[config.mk]
export PLATFORM = sky130hd
export DESIGN_NAME = button_press_unit
export DESIGN_NICKNAME = d
export VERILOG_FILES = /design/src/rtl/button_press_unit.sv
export SDC_FILE = /design/constraint.sdc
export NUM_CORES = 1
export LEC_CHECK = 0
export ABC_AREA = 1
export CAP_MARGIN = 0
export CORE_UTILIZATION = 60
export CTS_CLUSTER_SIZE = 8
export DETAILED_ROUTE_END_ITERATION = 6
export PLACE_DENSITY = 0.85
export SLEW_MARGIN = 20
export SYNTH_ARGS = -nofsm -noshare
export SYNTH_HDL_FRONTEND = slang
export SYNTH_SLANG_ARGS = --single-unit
[constraint.sdc]
create_clock -name clk -period 4.15 [get_ports clk]
set_input_delay 0.83 -clock clk [delete_from_list [all_inputs] [get_ports clk]]
set_output_delay 0.83 -clock clk [all_outputs]
set_load 0.02 [all_outputs]
[src/rtl/button_press_unit.sv]
// rtl/button_press_unit.sv - pushbutton synchronizer, debounce FSM and press/long-press pulse generator
module button_press_unit #(
    parameter int SYNC_STAGES     = 2,
    parameter int DEBOUNCE_CYCLES = 100000,
    parameter int HOLD_CYCLES     = 0
) (
    input  logic clk,
    input  logic reset,
    input  logic button_in,
    output logic press_pulse,
    output logic long_press,
    output logic button_level
);

    // Counter widths cover the largest value each counter can legally hold.
    localparam int DEB_W    = $clog2(DEBOUNCE_CYCLES + 1);
    localparam int HOLD_MAX = (HOLD_CYCLES > 0) ? HOLD_CYCLES : 1;
    localparam int HOLD_W   = $clog2(HOLD_MAX + 1);
    localparam bit HOLD_EN  = (HOLD_CYCLES > 0);

    localparam logic [DEB_W-1:0]  DEB_ONE   = DEB_W'(1);
    localparam logic [DEB_W-1:0]  DEB_LAST  = DEB_W'(DEBOUNCE_CYCLES - 1);
    localparam logic [HOLD_W-1:0] HOLD_ONE  = HOLD_W'(1);
    localparam logic [HOLD_W-1:0] HOLD_LAST = HOLD_W'(HOLD_MAX - 1);
    localparam logic [HOLD_W-1:0] HOLD_SAT  = HOLD_W'(HOLD_MAX);

    typedef enum logic [1:0] {
        IDLE      = 2'd0,
        WAIT_HIGH = 2'd1,
        PRESSED   = 2'd2,
        WAIT_LOW  = 2'd3
    } state_t;

    logic [SYNC_STAGES-1:0] sync_ff;
    logic                   sync;

    state_t                 state;
    state_t                 state_nxt;
    logic [DEB_W-1:0]       deb_cnt;
    logic [DEB_W-1:0]       deb_nxt;
    logic [HOLD_W-1:0]      hold_cnt;
    logic [HOLD_W-1:0]      hold_nxt;
    logic                   press_nxt;
    logic                   long_nxt;
    logic                   level_nxt;

    // Multi-stage synchronizer: the raw button only ever reaches the first flop.
    always_ff @(posedge clk or negedge reset) begin
        if (!reset) begin
            sync_ff <= '0;
        end else begin
            sync_ff <= {sync_ff[SYNC_STAGES-2:0], button_in};
        end
    end

    assign sync = sync_ff[SYNC_STAGES-1];

    // State, counters and registered outputs.
    always_ff @(posedge clk or negedge reset) begin
        if (!reset) begin
            state        <= IDLE;
            deb_cnt      <= '0;
            hold_cnt     <= '0;
            press_pulse  <= 1'b0;
            long_press   <= 1'b0;
            button_level <= 1'b0;
        end else begin
            state        <= state_nxt;
            deb_cnt      <= deb_nxt;
            hold_cnt     <= hold_nxt;
            press_pulse  <= press_nxt;
            long_press   <= long_nxt;
            button_level <= level_nxt;
        end
    end

    // Debounce FSM: a level change is accepted only after DEBOUNCE_CYCLES
    // consecutive agreeing samples; pulses are decided here and registered.
    always_comb begin
        state_nxt = state;
        deb_nxt   = deb_cnt;
        hold_nxt  = hold_cnt;
        press_nxt = 1'b0;
        long_nxt  = 1'b0;

        case (state)
            IDLE: begin
                if (sync) begin
                    state_nxt = WAIT_HIGH;
                    deb_nxt   = DEB_ONE;
                end
            end

            WAIT_HIGH: begin
                if (!sync) begin
                    state_nxt = IDLE;
                    deb_nxt   = '0;
                end else if (deb_cnt == DEB_LAST) begin
                    state_nxt = PRESSED;
                    press_nxt = 1'b1;
                    deb_nxt   = '0;
                    hold_nxt  = '0;
                end else begin
                    deb_nxt = deb_cnt + DEB_ONE;
                end
            end

            PRESSED: begin
                if (!sync) begin
                    state_nxt = WAIT_LOW;
                    deb_nxt   = DEB_ONE;
                end else begin
                    // hold_cnt passes HOLD_LAST only once per press because it
                    // saturates above it and is cleared only on a new press.
                    if (HOLD_EN && (hold_cnt == HOLD_LAST)) begin
                        long_nxt = 1'b1;
                    end
                    if (hold_cnt != HOLD_SAT) begin
                        hold_nxt = hold_cnt + HOLD_ONE;
                    end
                end
            end

            WAIT_LOW: begin
                if (sync) begin
                    // Release bounce: back to PRESSED with hold time preserved.
                    state_nxt = PRESSED;
                    deb_nxt   = '0;
                end else if (deb_cnt == DEB_LAST) begin
                    state_nxt = IDLE;
                    deb_nxt   = '0;
                end else begin
                    deb_nxt = deb_cnt + DEB_ONE;
                end
            end

            default: begin
                state_nxt = IDLE;
                deb_nxt   = '0;
                hold_nxt  = '0;
            end
        endcase

        level_nxt = (state_nxt == PRESSED) || (state_nxt == WAIT_LOW);
    end

endmodule
==> results.py <==
metrics = {
    "layout": {
        "fin_nets": 178,
        "layout_common_cells": "nand2_1, nor2_1, dfrtp_1",
        "final_common_cell": "nand2_1",
        "drive_gt1_frac": 0.185,
        "final_util": 0.659,
        "syn2layout_area_growth_pct": 4.53,
        "antenna_cells": 0,
    },
    "setup_path": {
        "worstPathCellList": "clkdlybuf4s50_1",
        "path_depth": 1,
        "slowest_stage": "clkdlybuf4s50_1",
        "cp_max_fo": 1,
        "critPathCapture": "press_pulse",
        "worst_path_largest_cell_delay_ps": 590,
        "rr_endpoint": "deb_cnt[5]",
        "critical_path.startpoint": "press_pulse",
        "critPathRequiredTime_ps": 3320,
        "critPathTopFamily": "buffers and inverters",
        "worst_r2r_startpoint": "state[1]",
        "startpoint_type": "flop",
        "timing.setup.critical_path_class": "flop to output pin",
        "ff2ff_setup_slack_ps": 2390,
        "path_buf_inv": 1,
        "reg2reg_depth": 5,
        "setup.worst_path.end_class": "output pin",
        "cp.arrival_ps": 1260,
    },
    "clock_tree": {
        "holdBufCountCts": 0,
        "clk_pin_slew_ps": 130,
        "worstSkewPairLatency_ps": 320,
        "cts_setup_buffers": 0,
        "cts_max_level": 1,
        "cts_sinks": 23,
        "clk_path_buf_depth": 2,
        "numCtsBuffers": 3,
        "cts_tree": "built",
        "root_buffer": "clkbuf_4",
        "cts_resized": 0,
    },
    "timing": {
        "final.setup.tns_ps": 0,
        "max_freq_mhz": 478,
        "finalSetupViolations": 0,
        "drv_slew": 0,
        "relSlewSlack": 0.636,
        "layout_min_cycle_time_ps": 2090,
        "rsz0062_at_grt": "no",
        "hold_viol_final": 0,
        "tightest_slew_ps": 545,
        "period_share": 0.505,
        "fin_worst_skew_ps": 4.95,
    },
    "synth": {
        "synth-seq-cells": 23,
        "seq_area_frac_synth": 0.417,
        "syn-cell-area_um2": 1380,
        "ys.flop_type": "dfrtp_1",
        "syn_nets": 172,
        "ys_types": 28,
        "yosys_warnings": 0,
        "synth_edf_count": 0,
        "synth_area_per_cell_um2": 8.22,
        "synth_cells": 168,
        "async_reset_ff_frac": 1.00,
    },
    "route": {
        "first_pass_iters": 4,
        "vias": 1100,
        "ant_nets": 0,
        "route.detailed.drc": 0,
        "wl_per_cell_um": 12.7,
        "drtIter0Drc": 24,
        "via_per_inst": 5.47,
        "routed_wl_mm": 2.56,
    },
    "worst_hold_path": {
        "hold_class": "flop to flop",
    },
    "place": {
        "hpwl_mm": 1.95,
        "place.gp.congestion": 0.856,
        "port-buffer-count": 4,
    },
    "floorplanning": {
        "die_y_um": 50.0,
        "core_um2": 2190,
        "die-area_um2": 2500,
        "io_pins": 6,
        "die_x_um": 50.0,
        "fp-row-count": 17,
        "start_util": 0.630,
    },
    "power_and_ir_drop": {
        "power.leakage_nw": 0.577,
        "p_per_area_nw_per_um2": 255,
        "ir_drop_mv": 0.190,
    },
    "flow_run": {
        "cap_violations": 0,
    },
    "global_route": {
        "antenna_found_initial": 0,
        "grt_pass1_wl_mm": 4.35,
        "grt_max_degree": 24,
        "grt_pass1_vias": 1070,
        "grt_usage": 0.233,
        "grt_overflow": 0,
    },
    "outcome": {
        "status": "finished clean",
    },
}
## synth_stat cells (3+ instances only)
| master | instances | area [µm²] |
|---|---|---|
| nor2_1 | 23 | 86.3 |
| nand2_1 | 40 | 150 |
| xor2_1 | 8 | 70.1 |
| dfrtp_1 | 23 | 576 |
| o21ai_2 | 6 | 52.6 |
| nand2_2 | 3 | 18.8 |
| o22ai_2 | 3 | 37.5 |
| a21oi_1 | 5 | 25.0 |
| inv_2 | 3 | 11.3 |
| inv_1 | 16 | 60.1 |
| nand3_1 | 9 | 45.0 |
| nand4_1 | 4 | 25.0 |
| nor2_2 | 5 | 31.3 |
## per-stage QoR
step | instance area, µm² | hold WS, ps | power [mW] | worst slack [ps] | instances
after detailed placement | 1420 | 350 | 0.268 | 2040 | 197
after CTS | 1450 | 381 | 0.372 | 2040 | 201
after global placement | 1420 | 342 | 0.265 | 2070 | 197
after floorplan | 1380 | 331 | 0.259 | 2810 | 168
after global routing | 1440 | 384 | 0.384 | 2000 | 201
final | 1440 | 373 | 0.368 | 2060 | 201
## worst min-delay path by stage
stage	startpoint	to	slack (ps)	depth (start not counted)
after floorplan	sync_ff[0]	sync_ff[1]	330	0
after CTS	sync_ff[0]	sync_ff[1]	380	0
after global placement	sync_ff[0]	sync_ff[1]	340	0
after global routing	sync_ff[0]	sync_ff[1]	380	0
after detailed placement	sync_ff[0]	sync_ff[1]	350	0
final	sync_ff[0]	sync_ff[1]	370	0
## state kept, by name, indices dropped and copies added, names as in the netlist
register,cells
sync_ff,2
button_level,1
deb_cnt,17
state,2
press_pulse,1
## cell families after synthesis
| family | synth area share |
|---|---|
| AOI/OAI and AO/OA | 0.119 |
| xor gates and xnor gates | 0.0752 |
| adders and majority gates | 0.00906 |
| buffers and inverters | 0.0770 |
| DFF | 0.417 |
| other | 0.00271 |
| and+or+nand+nor | 0.301 |
## layer usage
layer	global-route usage	wire [µm]
met1	0.281	1110
met2	0.402	1270
met3	0.0679	135
met4	0.0524	40
met5	0	0
## final cells by class
type / instances / area, µm²
clock buffer: 3 / 22.5
timing repair buffer: 4 / 35.0
clock inverter: 1 / 5.00
tap: 28 / 35.0
multi-input combinational: 123 / 699
fill: 188 / 747
inverter: 19 / 71.3
sequential: 23 / 576
## where the power goes
part	leakage, nW	total (mW)	switching, mW	internal [mW]
Clock	0.0177	0.106	0.0695	0.0361
Combinational	0.249	0.0290	0.0202	0.00878
Sequential	0.311	0.233	0.00436	0.229
No activity file was read; power rests on OpenSTA's default activity.
